===== src/rtl/pipe_ctrl.sv =====
// Pipeline hazard/stall controller: load-use interlock, branch flush and
// data-memory wait states with a timeout that parks the pipeline in ERR.
module pipe_ctrl #(
  parameter int TIMEOUT   = 255,
  parameter int CNT_WIDTH = 16
) (
  input  logic                 clk,
  input  logic                 rst,
  input  logic [4:0]           id_rs1,
  input  logic [4:0]           id_rs2,
  input  logic                 id_use_rs1,
  input  logic                 id_use_rs2,
  input  logic [4:0]           ex_rd,
  input  logic                 ex_mem_read,
  input  logic                 ex_redirect,
  input  logic                 mem_req,
  input  logic                 dmem_ack,
  output logic                 pc_en,
  output logic                 ifid_en,
  output logic                 idex_en,
  output logic                 exmem_en,
  output logic                 memwb_en,
  output logic                 ifid_flush,
  output logic                 idex_flush,
  output logic                 memwb_flush,
  output logic                 bus_err,
  output logic [CNT_WIDTH-1:0] stall_cnt,
  output logic [1:0]           state
);

  typedef enum logic [1:0] {
    RUN      = 2'd0,
    MEM_WAIT = 2'd1,
    ERR      = 2'd2
  } state_e;

  localparam int WAIT_W = $clog2(TIMEOUT + 1);

  state_e               state_q, state_d;
  logic [WAIT_W-1:0]    wait_q, wait_d;
  logic                 bus_err_q, bus_err_d;
  logic [CNT_WIDTH-1:0] stall_cnt_q, stall_cnt_d;

  logic load_use;
  logic mem_stall;

  always_comb begin
    load_use  = ex_mem_read && (ex_rd != 5'd0) &&
                ((id_use_rs1 && (id_rs1 == ex_rd)) ||
                 (id_use_rs2 && (id_rs2 == ex_rd)));
    // A MEM_WAIT stall persists regardless of mem_req; RUN ignores a stray ack.
    mem_stall = ((state_q == RUN) && mem_req && !dmem_ack) ||
                ((state_q == MEM_WAIT) && !dmem_ack);
  end

  // Stage-register control, highest priority first.
  always_comb begin
    // NOTE: every output gets a default before the branches so no path
    // leaves one unassigned, which would infer a latch.
    pc_en       = 1'b1;
    ifid_en     = 1'b1;
    idex_en     = 1'b1;
    exmem_en    = 1'b1;
    memwb_en    = 1'b1;
    ifid_flush  = 1'b0;
    idex_flush  = 1'b0;
    memwb_flush = 1'b0;
    if (rst) begin
      pc_en       = 1'b0;
      ifid_flush  = 1'b1;
      idex_flush  = 1'b1;
      memwb_flush = 1'b1;
    end else if (state_q == ERR) begin
      pc_en    = 1'b0;
      ifid_en  = 1'b0;
      idex_en  = 1'b0;
      exmem_en = 1'b0;
      memwb_en = 1'b0;
    end else if (mem_stall) begin
      pc_en       = 1'b0;
      ifid_en     = 1'b0;
      idex_en     = 1'b0;
      exmem_en    = 1'b0;
      memwb_flush = 1'b1;
    end else if (ex_redirect) begin
      ifid_flush = 1'b1;
      idex_flush = 1'b1;
    end else if (load_use) begin
      // Freeze PC and IF/ID for one cycle; the load moves on and leaves a bubble.
      pc_en      = 1'b0;
      ifid_en    = 1'b0;
      idex_flush = 1'b1;
    end
  end

  always_comb begin
    state_d     = state_q;
    wait_d      = wait_q;
    bus_err_d   = bus_err_q;
    stall_cnt_d = stall_cnt_q;
    if (!pc_en && (stall_cnt_q != {CNT_WIDTH{1'b1}}))
      stall_cnt_d = stall_cnt_q + CNT_WIDTH'(1);
    unique case (state_q)
      RUN: begin
        if (mem_stall) begin
          state_d = MEM_WAIT;
          wait_d  = '0;
        end
      end
      MEM_WAIT: begin
        if (dmem_ack) begin
          state_d = RUN;
        end else if (wait_q == WAIT_W'(TIMEOUT - 1)) begin
          state_d   = ERR;
          bus_err_d = 1'b1;
        end else begin
          wait_d = wait_q + WAIT_W'(1);
        end
      end
      ERR:     state_d = ERR;
      default: state_d = RUN;
    endcase
  end

  // NOTE: sequential state uses non-blocking assignments so every flop
  // samples the pre-edge values regardless of statement order.
  always_ff @(posedge clk) begin
    if (rst) begin
      state_q     <= RUN;
      wait_q      <= '0;
      bus_err_q   <= 1'b0;
      stall_cnt_q <= '0;
    end else begin
      state_q     <= state_d;
      wait_q      <= wait_d;
      bus_err_q   <= bus_err_d;
      stall_cnt_q <= stall_cnt_d;
    end
  end

  assign bus_err   = bus_err_q;
  assign stall_cnt = stall_cnt_q;
  assign state     = state_q;

endmodule


===== config.mk =====
export PLATFORM = sky130hd
export DESIGN_NAME = pipe_ctrl
export DESIGN_NICKNAME = d
export VERILOG_FILES = /design/src/rtl/pipe_ctrl.sv
export SDC_FILE = /design/constraint.sdc
export NUM_CORES = 1
export LEC_CHECK = 0
export ABC_CLOCK_PERIOD_IN_PS = 2600
export CORE_ASPECT_RATIO = 0.7
export CORE_MARGIN = 4
export CORE_UTILIZATION = 35
export DETAILED_ROUTE_END_ITERATION = 16
export MAX_ROUTING_LAYER = met4
export SLEW_MARGIN = 10
export SYNTH_ARGS = -nofsm -noshare
export SYNTH_HDL_FRONTEND = slang
export SYNTH_SLANG_ARGS = --single-unit

===== constraint.sdc =====
create_clock -name clk -period 2.6 [get_ports clk]
set_clock_uncertainty 0.05 [all_clocks]
set_input_delay 0.26 -clock clk [delete_from_list [all_inputs] [get_ports clk]]
set_output_delay 0.26 -clock clk [all_outputs]
set_load 0.02 [all_outputs]

* Word-level counts from Yosys, hierarchy flattened
Index checks and enable logic that the tools add are counted.
Word-level totals: bits in registers 27, output and inout port bits 27, word-level logic and storage cells 66
Operators by class: add/sub/neg operators 2, eq/ne operators 10, mux-type cells 31, bitwise logic cells 1, reductions and logical operators 18
Operators by type and width (count):
- 2-to-1 mux 8 bit | 3
- 2-to-1 mux 1 bit | 23
- adder 16 x 1 -> 16 bit, second input constant | 1
- != test 16 bit, second input constant | 1
- one-hot mux 8 bit (2 select lines) | 1
- == test 5 bit | 2
- adder 8 x 1 -> 8 bit, second input constant | 1
- == test 8 bit, second input constant | 1
- logical AND 1 bit | 8
- 2-to-1 mux 2 bit | 3
- != test 2 bit, second input constant | 3
- one-hot mux 2 bit (3 select lines) | 1
- nonzero test 5 bit | 1
- AND reduction 4 bit | 1
- != test 3 x 2 -> 1 bit, second input constant | 1
- AND reduction 3 bit | 1
- == test 2 x 1 -> 1 bit, second input constant | 1
- == test 2 bit, second input constant | 1
- logical NOT 1 bit | 2
- logical NOT 2 bit | 1
- logical OR 1 bit | 2
- AND reduction 2 bit | 1
- nonzero test 2 bit | 1
- NOT 1 bit | 1

* Longest topological paths before layout
depth after elaboration 11, depth in mapped cells 9, mapped depth without buffers 9

* Worst setup path before layout
No wires, ideal clock.
path type flip-flop to flip-flop, start point register stall_cnt_q[7] (netlist: stall_cnt[7]), end point register stall_cnt_q[4] (netlist: stall_cnt[4]), library setup time 0.123 ns, data arrival time 1.960 ns, setup slack 0.467 ns, cell stages (with the launch flop) 9, buffers on the path 1, clock period less this slack 2.133 ns, path through dfxtp_1 -> nand4_1 -> nor3_1 -> nand2_1 -> or3_1 -> o21ai_2 -> buf_6 -> nor3b_1 -> mux2_1
Between the ends: longest elaborated chain between the ends 2
Ends and longest elaborated chain:
- start: declaration | RTL line 42 | logic [CNT_WIDTH-1:0] stall_cnt_q, stall_cnt_d;
- start signal: assignment | RTL line 137 | stall_cnt_q <= stall_cnt_d;
- != test 16 bit | RTL line 101 | if (!pc_en && (stall_cnt_q != {CNT_WIDTH{1'b1}}))
- logical AND 1 bit | RTL line 101
Every way passes these cells. A chain may end at the register's enable or synchronous reset.

* Worst setup path in the final report
start point input port ex_rd[4], end point register stall_cnt_q[7] (netlist: stall_cnt[7])
Between the ends: longest elaborated chain between the ends 11, elaborated cells between the ends (all ways) 15
Ends and longest elaborated chain:
- start: declaration | RTL line 13 | input logic [4:0] ex_rd,
- == test 5 bit, on equally long branches | RTL line 49, 50
- logical AND 1 bit, on equally long branches | RTL line 49, 50
- logical OR 1 bit | RTL line 49 | ((id_use_rs1 && (id_rs1 == ex_rd)) ||
- logical AND 1 bit * | RTL line 48 | load_use = ex_mem_read && (ex_rd != 5'd0) &&
- 2-to-1 mux 1 bit * | RTL line 88 | end else if (load_use) begin
- 2-to-1 mux 1 bit * | RTL line 85 | end else if (ex_redirect) begin
- 2-to-1 mux 1 bit * | RTL line 79 | end else if (mem_stall) begin
- 2-to-1 mux 1 bit * | RTL line 73 | end else if (state_q == ERR) begin
- 2-to-1 mux 1 bit * | RTL line 68 | if (rst) begin
- logical NOT 1 bit * | RTL line 101
- logical AND 1 bit * | RTL line 101
Mark *: on every way between the ends. The rest lies on a longest branch, timed or not.

==> results.yml <==
layout:
  stdcell_count: 288
  nFillCells: 387
  synthToLayoutAreaGrowth_pct: 43.8
  layout_commonest_cell: "clkdlybuf4s50_1"
  multi_input_area_um2: 891
  final_cell_mix: "46 x clkdlybuf4s50_1, 27 x dfxtp_1, 19 x nor2_1"
  nNetsFinal: 263
  register_area_um2: 541
  drive_gt1_share_pct: 10.2
  diodes: 0
timing:
  rsz0062_at_grt: "false"
  tns_ps: 0
  hold_viol: 0
  max_freq_mhz: 406
  setup_viol: 0
  period_needed_ps: 2460
  setup_slack_ps: 140
  slew_headroom_pct: 67.6
  finalCritPeriodShare_pct: 94.6
  worst_pin_slew_ps: 485
  slew_viol_final: 0
synth:
  synth_top_area_share_pct: 36.4
  syn_area_mm2: 0.00148
  ys_types: 38
  yosysTopAreaCell: "dfxtp_1"
  synth_fp_nets: 205
  synth_seq_area_share_pct: 36.4
  synth_area_leaders: "dfxtp_1 36%, xnor2_1 6.5%, or4_1 5.1%, nor2_1 4.8%, a21oi_1 4.7%"
  syn_area_per_cell_um2: 8.29
  netlist_instances: 179
  ys_async_sr_fraction_pct: 0
  ys_ff_latch: 27
  yosys_warnings: 0
  yosys_most_used_dff: "dfxtp_1"
  synth_edf_count: 0
floorplan:
  die_area_mm2: 0.00536
  fp.dieW_um: 85.8
  boundaryPins: 50
  rows: 19
  core-area_mm2: 0.00399
  initial_utilization_pct: 37.2
  die_y_um: 62.5
clocking:
  clk_pin_slew_worst_paths_ps: 100
  clk_path_buf_depth: 2
  htreeDepth: 1
  root_buffer: "clkbuf_8"
  ctsHoldBuffers: 0
  clk-insertion-delay-late_ps: 280
  cts_tree: "yes"
  ctsResizeCount: 3
  post_cts_buffers: 0
  cts_sinks: 27
  cts_buffers: 3
placement:
  portBuffers: 49
  hpwl_mm: 3.12
  gp_congestion: 0.952
  pre_cts_ws_ps: -306
  place_inst: 284
global_route:
  grt_use_total_pct: 15.5
  grt_max_degree: 20
  first_global_vias: 1476
  grt-ovfl-total: 0
  antenna_found_initial: 0
  grt_pass1_wl_mm: 6.71
setup_path:
  crit_required_ps: 2770
  crit_path_end_kind: "flop"
  crit_fanout: 12
  start_kind: "input pin"
  crit_arrival_ps: 2630
  path_class: "in -> reg"
job:
  maxCapViolCount: 0
min_path:
  hp-class: "reg -> reg"
power:
  ir_worst_vdd_mv: 0.330
  p_leak_nw: 0.724
  cellPowerDensity_mw_per_mm2: 398
drt:
  ant_nets: 0
  dr_total_vias: 1514
  drt_iter0_drc: 52
  drt_wl_total_mm: 4.12
  first_pass_iters: 6
  viasPerCell: 5.26
  drc: 0
  wl_per_cell_um: 14.3
outcome:
  outcome: "complete, no violations"
[area by class of cell]
cell class,count,share of cell area [%]
timing repair buffer,60,27.1
inverter,3,0.528
sequential,27,25.3
clock inverter,1,0.352
clock buffer,3,1.93
multi-input combinational,142,41.7
tap,52,3.05
[report_power, final]
group / internal, W / total, W / switching (W)
clock network: 0.000109 / 0.000251 / 0.000142
registers: 0.000422 / 0.000431 / 0.00000930
logic: 0.0000903 / 0.000167 / 0.0000765
total: 0.000621 / 0.000849 / 0.000228
[registers in the layout, indices dropped and copies added (netlist names)]
signal	count
bus_err	1
stall_cnt	16
state	2
wait_q	8
[logic make-up (layout without fill, tap and decap cells)]
family	Yosys count	after routing	synth area share, %
AO/OA/AOI/OAI	36	36	15.1
XOR/XNOR	17	17	10.0
adder cells (fa/ha/maj)	3	3	2.53
buffers and inverters	10	67	3.79
flip-flops	27	27	36.4
multiplexers	3	3	2.19
AND/OR/NAND/NOR	83	83	29.9
[stage by stage]
stage                     hold slack (ps)  cell area, um^2  total power (W)  util [%]
after CTS                             449             2140         0.000858      53.6
final                                 439             2130         0.000849      53.4
after detailed placement              435             2090         0.000609      52.3
after global routing                  486             2130         0.000886      53.4
after floorplan                       381             1480         0.000520         -
after global placement                421             2090         0.000604      52.3
[synth_stat cells, drive strengths merged, types with 3 or more instances]
library cell  instances
nor2b                 4
o31ai                 8
a21oi                14
inv                   3
xnor2                11
or2                   3
buf                   3
dfxtp                27
nand3                 7
nor2                 19
clkbuf                4
ha                    3
nand4                 8
or3                   4
nand2b                3
o21ai                 7
or4                  10
nand2                16
xor2                  6
[worst paths after layout]
kind | start | end | slack, ps | depth (start not counted)
max | ex_rd[4] | stall_cnt[7] | 140 | 11
min | wait_q[7] | wait_q[7] | 440 | 2
max reg2reg | stall_cnt[3] | stall_cnt[4] | 420 | 7
min reg2reg | wait_q[7] | wait_q[7] | 440 | 2
[metal layers]
layer / GRT usage (%) / part of all wire, % / vias to the layer above
met1: 19.7 / 48 / 693
li1: - / - / 760
met3: 4.61 / 6.8 / 8
met5: - / 0 / -
met2: 24.0 / 44 / 53
met4: 3.75 / 1.4 / 0
[critical path: stages]
cell	delay, ps
clkdlybuf4s50_1	450
buf_4	150
xnor2_1	150
nand4_1	140
o22ai_1	170
nor3b_2	210
buf_4	150
o21ai_2	120
buf_12	170
or4b_1	500
a21oi_1	150
No activity file was read; power rests on OpenSTA's default activity.
